**src/rtl/fifo_pkg.sv**
```systemverilog
// fifo_pkg
// Shared constants and types for the FIFO read-side datapath.
//   SAMPLE_W      : audio sample width, default DATA_WIDTH of the read stream
//   RD_BUF_DEPTH  : number of entries in the read-side output buffer
//   sample_t      : one audio sample
//   rd_buf_next() : circular index increment over RD_BUF_DEPTH entries
package fifo_pkg;

  localparam int SAMPLE_W     = 24;
  localparam int RD_BUF_DEPTH = 3;

  typedef logic [SAMPLE_W-1:0] sample_t;

  // The buffer depth is not a power of two, so indices wrap explicitly.
  function automatic logic [1:0] rd_buf_next(input logic [1:0] idx);
    return (idx == 2'(RD_BUF_DEPTH - 1)) ? 2'd0 : idx + 2'd1;
  endfunction

endpackage

```
**src/rtl/fifo_rd_stream_if.sv**
```systemverilog
// fifo_rd_stream_if
// Valid/ready stream carrying samples from the FIFO read adapter to the
// audio datapath.
//   m_valid : word available (driven by master)
//   m_ready : consumer accepts the word on m_valid & m_ready (driven by slave)
//   m_data  : word, held stable while m_valid & ~m_ready (driven by master)
interface fifo_rd_stream_if
  import fifo_pkg::*;
#(
  parameter int DATA_WIDTH = SAMPLE_W
);

  logic                  m_valid;
  logic                  m_ready;
  logic [DATA_WIDTH-1:0] m_data;

  modport master (output m_valid, output m_data, input m_ready);
  modport slave  (input m_valid, input m_data, output m_ready);

endinterface

```
**src/rtl/rd_skid_buf.sv**
```systemverilog
// rd_skid_buf
// Three-entry circular buffer that absorbs words returned by block RAM so the
// pop request never depends combinationally on the downstream ready.
//   clk, reset : clock, synchronous active-high reset (clears contents too)
//   clear      : discard all buffered words (pointers and count only)
//   push       : write push_data at the tail
//   push_data  : word to store
//   pop        : advance the head (caller only pops when count != 0)
//   head_data  : word at the head
//   count      : number of buffered words, 0..3
module rd_skid_buf
  import fifo_pkg::*;
#(
  parameter int DATA_WIDTH = SAMPLE_W
) (
  input  logic                  clk,
  input  logic                  reset,
  input  logic                  clear,
  input  logic                  push,
  input  logic [DATA_WIDTH-1:0] push_data,
  input  logic                  pop,
  output logic [DATA_WIDTH-1:0] head_data,
  output logic [1:0]            count
);

  logic [DATA_WIDTH-1:0] mem [RD_BUF_DEPTH];
  logic [1:0]            head;
  logic [1:0]            tail;

  // Pointer and occupancy bookkeeping; clear discards everything at once.
  always_ff @(posedge clk) begin
    if (reset || clear) begin
      head  <= 2'd0;
      tail  <= 2'd0;
      count <= 2'd0;
    end else begin
      if (push) tail <= rd_buf_next(tail);
      if (pop)  head <= rd_buf_next(head);
      count <= count + {1'b0, push} - {1'b0, pop};
    end
  end

  // Storage is zeroed only on reset so the output word reads as 0 afterwards;
  // a flush leaves stale contents that are hidden behind m_valid=0.
  always_ff @(posedge clk) begin
    if (reset) begin
      for (int i = 0; i < RD_BUF_DEPTH; i++) mem[i] <= '0;
    end else if (push && !clear) begin
      mem[tail] <= push_data;
    end
  end

  assign head_data = mem[head];

endmodule

```
**src/rtl/fifo_rd_stream.sv**
```systemverilog
// fifo_rd_stream
// Read-side adapter between the FIFO pointer controller / block RAM and the
// audio datapath: turns rd/empty pops with one-cycle read latency into a
// registered valid/ready stream sustaining one word per cycle.
//   clk, reset : clock, synchronous active-high reset
//   fifo_empty : controller empty flag
//   fifo_rd    : pop request to the controller
//   fifo_rdata : storage data, valid the cycle after fifo_rd
//   flush      : discard buffered and in-flight words
//   m_if       : output stream (master modport)
//   level      : buffered word count, 0..3
module fifo_rd_stream
  import fifo_pkg::*;
#(
  parameter int DATA_WIDTH = SAMPLE_W
) (
  input  logic                  clk,
  input  logic                  reset,
  input  logic                  fifo_empty,
  output logic                  fifo_rd,
  input  logic [DATA_WIDTH-1:0] fifo_rdata,
  input  logic                  flush,
  fifo_rd_stream_if.master      m_if,
  output logic [1:0]            level
);

  logic       inflight;
  logic [1:0] count;
  logic [2:0] occupancy;
  logic       capture;
  logic       drain;

  // A pop is only issued when a buffer slot is reserved for its data, counting
  // the word still on its way back from block RAM. Only registered state and
  // the control inputs feed this, never m_ready.
  assign occupancy = {1'b0, count} + {2'b00, inflight};
  assign fifo_rd   = ~reset & ~flush & ~fifo_empty & (occupancy < 3'(RD_BUF_DEPTH));

  // Tracks that read data arrives next cycle; flush or reset abandons it.
  always_ff @(posedge clk) begin
    if (reset || flush) begin
      inflight <= 1'b0;
    end else begin
      inflight <= fifo_rd;
    end
  end

  assign capture      = inflight & ~flush;
  assign drain        = m_if.m_valid & m_if.m_ready;
  assign m_if.m_valid = (count != 2'd0);
  assign level        = count;

  rd_skid_buf #(
    .DATA_WIDTH(DATA_WIDTH)
  ) u_buf (
    .clk      (clk),
    .reset    (reset),
    .clear    (flush),
    .push     (capture),
    .push_data(fifo_rdata),
    .pop      (drain),
    .head_data(m_if.m_data),
    .count    (count)
  );

  // Space reservation must never let buffered plus in-flight words exceed depth.
  a_no_overflow : assert property (@(posedge clk) disable iff (reset)
    occupancy <= 3'(RD_BUF_DEPTH));

endmodule

```
**src/flat_wrapper.sv**
```systemverilog
// flat-port wrapper written by rule: the top's interface ports become plain ports
module fifo_rd_stream_flat import fifo_pkg::*;
#(
  parameter int DATA_WIDTH = SAMPLE_W
)
  (clk, reset, fifo_empty, fifo_rd, fifo_rdata, flush, level, m_if_m_valid, m_if_m_data, m_if_m_ready);
  fifo_rd_stream_if #(.DATA_WIDTH(DATA_WIDTH)) m_if_i ();
  input  logic clk;
  input  logic reset;
  input  logic fifo_empty;
  output logic fifo_rd;
  input  logic [DATA_WIDTH-1:0] fifo_rdata;
  input  logic flush;
  output logic [1:0] level;
  output wire logic [$bits(m_if_i.m_valid)-1:0] m_if_m_valid;
  output wire logic [$bits(m_if_i.m_data)-1:0] m_if_m_data;
  input wire logic [$bits(m_if_i.m_ready)-1:0] m_if_m_ready;
  assign m_if_m_valid = m_if_i.m_valid;
  assign m_if_m_data = m_if_i.m_data;
  assign m_if_i.m_ready = m_if_m_ready;
  fifo_rd_stream #(.DATA_WIDTH(DATA_WIDTH)) u_core (.clk(clk), .reset(reset), .fifo_empty(fifo_empty), .fifo_rd(fifo_rd), .fifo_rdata(fifo_rdata), .flush(flush), .m_if(m_if_i), .level(level));
endmodule
```
**config.mk**
```make
export PLATFORM = sky130hd
export DESIGN_NAME = fifo_rd_stream_flat
export DESIGN_NICKNAME = d
export VERILOG_FILES = /design/src/rtl/fifo_pkg.sv /design/src/rtl/fifo_rd_stream_if.sv /design/src/rtl/rd_skid_buf.sv /design/src/rtl/fifo_rd_stream.sv /design/src/flat_wrapper.sv
export SDC_FILE = /design/constraint.sdc
export NUM_CORES = 1
export LEC_CHECK = 0
export ABC_AREA = 1
export CORE_ASPECT_RATIO = 0.7
export CORE_MARGIN = 2
export CORE_UTILIZATION = 30
export DETAILED_ROUTE_END_ITERATION = 8
export PLACE_DENSITY_LB_ADDON = 0.2
export SLEW_MARGIN = 20
export SYNTH_ARGS = -nofsm -noshare
export SYNTH_HDL_FRONTEND = slang
export SYNTH_SLANG_ARGS = --single-unit
```
**constraint.sdc**
```tcl
create_clock -name clk -period 3.2 [get_ports clk]
set_clock_uncertainty 0.05 [all_clocks]
set_input_delay 0.48 -clock clk [delete_from_list [all_inputs] [get_ports clk]]
set_output_delay 0.48 -clock clk [all_outputs]
set_load 0.1 [all_outputs]
```
=== Word level (Yosys, flattened, before mapping) ===
Memory sizes are Yosys's and may differ from the RTL's. A register that Yosys moved wholly into a read port is not among the register bits.
Index checks and enable logic that the tools add are counted.

* Register bits after elaboration: 7
* Memory bits (writable): 72
* Bits of input ports: 29
* Output and inout bits: 28
* Word-level logic and storage cells: 38
* Memories: 1

{| class="wikitable"
|+ Memories
! name !! words !! width !! rd ports !! clocked after Yosys merged registers in !! write ports !! RTL line !! source
|-
| u_core.u_buf.mem || 3 || 24 || 1 || 1 || 3 || rd_skid_buf.sv:26 || <nowiki>logic [DATA_WIDTH-1:0] mem [RD_BUF_DEPTH];</nowiki>
|}

* Add/sub/neg operators: 5
* $lt $le $gt $ge: 1
* Eq/ne operators: 2
* Muxes and demuxes: 12
* Bitwise logic cells: 8
* Reductions and logical operators: 5

{| class="wikitable"
|+ Operator list
! kind !! count
|-
| $mux W24 || 1
|-
| $reduce_or A24 Y1 || 1
|-
| $mux W2 || 5
|-
| $mux W1 || 6
|-
| $and A1 B1 Y1 || 5
|-
| $add A2 B1 Y2 const B || 2
|-
| $eq A2 B2 Y1 const B || 2
|-
| $add A2 B1 Y3 || 1
|-
| $lt A3 B2 Y1 const B || 1
|-
| $not A1 Y1 || 3
|-
| $add A2 B1 Y2 || 1
|-
| $reduce_bool A2 Y1 || 1
|-
| $sub A2 B1 Y2 || 1
|-
| $logic_and A1 B1 Y1 || 1
|-
| $logic_not A1 Y1 || 1
|-
| $logic_or A1 B1 Y1 || 1
|}

=== Longest topological paths before layout ===
* Word-level depth: 8
* Depth in mapped cells: 13
* Gate-level depth less buffers: 13

=== Hierarchy ===
Synthesis repeated with hierarchy kept, for this count alone.

* Cells, all modules: 441
* Area total of the unflattened synthesis: 4674.5 um^2

{| class="wikitable"
|+ Modules (own cells, without submodules)
! module !! times used !! cells an instance !! area an instance (um^2) !! seq. area each (um^2)
|-
| rd_skid_buf || 1 || 426 || 4578.1 || 3042.9
|-
| fifo_rd_stream || 1 || 15 || 96.3 || 20.0
|}

=== Least setup slack after synthesis ===
No wires, ideal clock.

* Path type: reg2out
* Start: register u_core.u_buf.count[0]
* End: output fifo_rd
* Arrival time: 4.397 ns
* Required time: 2.670 ns
* Slack: -1.727 ns
* Stages on the path, launching flop included: 6
* Buffers on the path: 0
* Cell sequence: dfxtp_1 -> ha_1 -> ha_1 -> nand2_1 -> inv_1 -> nor4_1

* Word-level cells in the longest chain between the ends: 3

{| class="wikitable"
|+ Ends and longest elaborated chain
! item !! RTL line !! source
|-
| start: declaration || rd_skid_buf.sv:23 || <nowiki>output logic [1:0] count</nowiki>
|-
| start signal: assignment || rd_skid_buf.sv:39 || <nowiki>count <= count + {1'b0, push} - {1'b0, pop};</nowiki>
|-
| $add A2 B1 Y3 || fifo_rd_stream.sv:36 || <nowiki>assign occupancy = {1'b0, count} + {2'b00, inflight};</nowiki>
|-
| $lt A3 B2 Y1 || fifo_rd_stream.sv:37 || <nowiki>assign fifo_rd = ~reset & ~flush & ~fifo_empty & (occupancy < 3'(RD_BUF_DEPTH));</nowiki>
|-
| $and A1 B1 Y1 || fifo_rd_stream.sv:37 ||
|-
| end: declaration || flat_wrapper.sv:11 || <nowiki>output logic fifo_rd;</nowiki>
|}

No other way between the ends.

==> metrics.csv <==
metric,value,unit
status,completed,
cp-endpoint,m_if_m_data[14],
p_per_area,479.0,nW/µm²
cts.repair.resized,0,
gp_congestion,0.7380,
cp_slowest_cell,dfxtp_1,
rsz0062_at_grt,false,
dp_hpwl,6178,µm
yosys_register_bits,105,
cp_data_required_time,2.67,ns
max_stage_delay,0.68,ns
clock-sinks,105,
synthCells,403,
htree_num_levels,3,
ioPinCount,57,
via_count,2982,
rrSetupSlack,1.53,ns
leakagePower,2.219,nW
cts_buffer_depth,2,
numPortBuffers,56,
tightest_slew,0.5720,ns
grt_pass1_vias,3010,
drv_slew,0,
hold_path.class,flip-flop to flip-flop,
syn_area_per_cell,11.24,µm²
crit_chain,"buf_4, o21ai_0, o22ai_1, buf_12",
period_needed,2.605,ns
num-nets-final,493,
hold_viol_final,0,
final-setup-viol-count,0,
worst_setup_path_start_kind,flip-flop,
drv_cap,0,
critical_path_class,flip-flop to output pin,
fill_cells,1425,
die_w,150.8,µm
crit_path_end_kind,output pin,
antenna_cells,0,
crit_fanout,20,
slew_headroom,61.81,%
syn_nets,435,
numCtsBuffers,9,
fin_crit_sh,81.40,%
die_y,106.8,µm
die_area,16110,µm²
via_per_inst,4.511,
drive_gt1_share,18.03,%
synthToLayoutAreaGrowth,28.38,%
yosysWarningCount,0,
fin_hold_ws,0.4512,ns
drc,0,
worstPathArrival,2.07,ns
seq_area_frac_synth,67.64,%
wl,10230,µm
grt_overflow_total,0,
drtPass1Iterations,4,
grt_max_degree,25,
antenna_found_initial,0,
initial_utilization,30.76,%
ant_nets,0,
core,14720,µm²
grt_pass1_wl,16540,µm
drt_iter0_drc,222,
ir_drop,0.2502,mV
clock_latency,0.34,ns
regToRegEndpoint,u_core.u_buf.mem[3][23]$_DFFE_PP_,
max_freq,383.9,MHz
setup_tns,0,ns
holdBufCountCts,0,
ys_types,21,
syn_area,4528,µm²
cts_setup_buffers,0,
reg2reg_from,u_core.u_buf.tail[1]$_SDFFE_PP0P_,
tritoncts,yes,
wl_per_cell,15.48,µm
r2r_cells,3,
cts.clk_slew.worst_paths,0.07,ns
root_buffer,clkbuf_16,
grt_use_total,13.84,%
num_rows,37,
==> cells by family after synthesis <==
| kind of cell | share of synthesized area (%) |
|---|---|
| buffers and inverters | 6.024 |
| AOI/OAI and AO/OA | 9.063 |
| adders and majority gates | 0.8290 |
| and+or+nand+nor | 16.44 |
| DFF | 67.64 |
==> cells in the final DEF (no fill, tap or decap) <==
cell type          n
a21oi_1            4
buf_12            25
buf_4             14
clkbuf_1           2
clkbuf_16          9
clkdlybuf4s50_1   28
clkinv_1           2
clkinv_2           3
dfxtp_1            9
edfxtp_1          96
ha_1               3
inv_1             37
inv_2              1
nand2_1           19
nand2_2            1
nand2_4            1
nand3_1            4
nand3_4            3
nor2_1           105
nor2_2            24
nor2_8             1
nor4_1             1
nor4_4             2
o21ai_0           48
o22ai_1           24
==> worst min path at each step <==
stage	from	endpoint	cells past startpoint
final	u_core.u_buf.head[0]$_SDFFE_PP0P_	u_core.u_buf.head[0]$_SDFFE_PP0P_	2
after global routing	u_core.u_buf.head[0]$_SDFFE_PP0P_	u_core.u_buf.head[0]$_SDFFE_PP0P_	2
after CTS	u_core.u_buf.head[0]$_SDFFE_PP0P_	u_core.u_buf.head[0]$_SDFFE_PP0P_	2
after detailed placement	u_core.u_buf.head[0]$_SDFFE_PP0P_	u_core.u_buf.head[0]$_SDFFE_PP0P_	2
after global placement	u_core.u_buf.head[0]$_SDFFE_PP0P_	u_core.u_buf.head[0]$_SDFFE_PP0P_	2
after floorplan	u_core.u_buf.head[0]$_SDFFE_PP0P_	flip-flop	2
==> cells in the mapped netlist <==
cell type | n | share of area, %
nor2_1 | 105 | 8.7
edfxtp_1 | 96 | 64
o21ai_0 | 48 | 5.3
inv_1 | 37 | 3.1
nor2_2 | 24 | 3.3
o22ai_1 | 24 | 3.3
nand2_1 | 19 | 1.6
dfxtp_1 | 9 | 4.0
clkbuf_1 | 8 | 0.66
buf_6 | 6 | 1.5
buf_2 | 5 | 0.55
a21oi_1 | 4 | 0.44
nand3_1 | 4 | 0.44
ha_1 | 3 | 0.83
nand3_4 | 3 | 1.2
nor4_1 | 3 | 0.41
buf_4 | 1 | 0.17
inv_2 | 1 | 0.083
nand2_2 | 1 | 0.14
nand2_4 | 1 | 0.25
nor2_8 | 1 | 0.44
==> critical path: cells and delay by family, from the launching register on <==
family / cells / cell delay (ns)
buf+inv: 2 / 0.58
compound gates: 2 / 0.48
flops: 1 / 0.68
==> report_power, final <==
part	total [mW]	switching, mW	internal [mW]	leakage, nW
clock network	0.968	0.449	0.519	0.128
registers	1.53	0.00887	1.53	1.04
logic	0.282	0.186	0.0962	1.05
==> stage by stage <==
stage / setup WS (ns) / std cells / utilization [%] / area [µm²] / power, mW
final: 0.5952 / 661 / 39.49 / 5813 / 2.785
after global routing: 0.4205 / 661 / 39.49 / 5813 / 2.881
after CTS: 0.5314 / 661 / 39.49 / 5813 / 2.814
after detailed placement: 0.7209 / 645 / 37.75 / 5558 / 1.849
after global placement: 0.7734 / 645 / 37.75 / 5558 / 1.846
after floorplan: 0.09173 / 403 / - / 4549 / 1.720
==> metal layers <==
metal	global-route usage (%)	wire length (µm)	vias up
met2	22.01	4795	74
met4	3.538	113	0
met1	18.88	4667	1403
li1	-	-	1493
met5	0	0	-
met3	3.617	657	12
==> registers in the layout, indices dropped and copies added (netlist names), named ones only <==
name and cells:
u_core.u_buf.tail 2, u_core.u_buf.mem 96, u_core.u_buf.count 2, u_core.inflight 1, u_core.u_buf.head 2
==> area by class of cell <==
cell class | count | area [µm²] | share of cell area, %
Sequential cell | 105 | 3063 | 52.69
Multi-Input combinational cell | 240 | 1222 | 21.03
Timing Repair Buffer | 67 | 885.9 | 15.24
Tap cell | 195 | 244.0 | 4.197
Clock buffer | 11 | 232.7 | 4.003
Inverter | 38 | 142.6 | 2.454
Clock inverter | 5 | 22.52 | 0.3874
(Power assumes the default switching activity.)
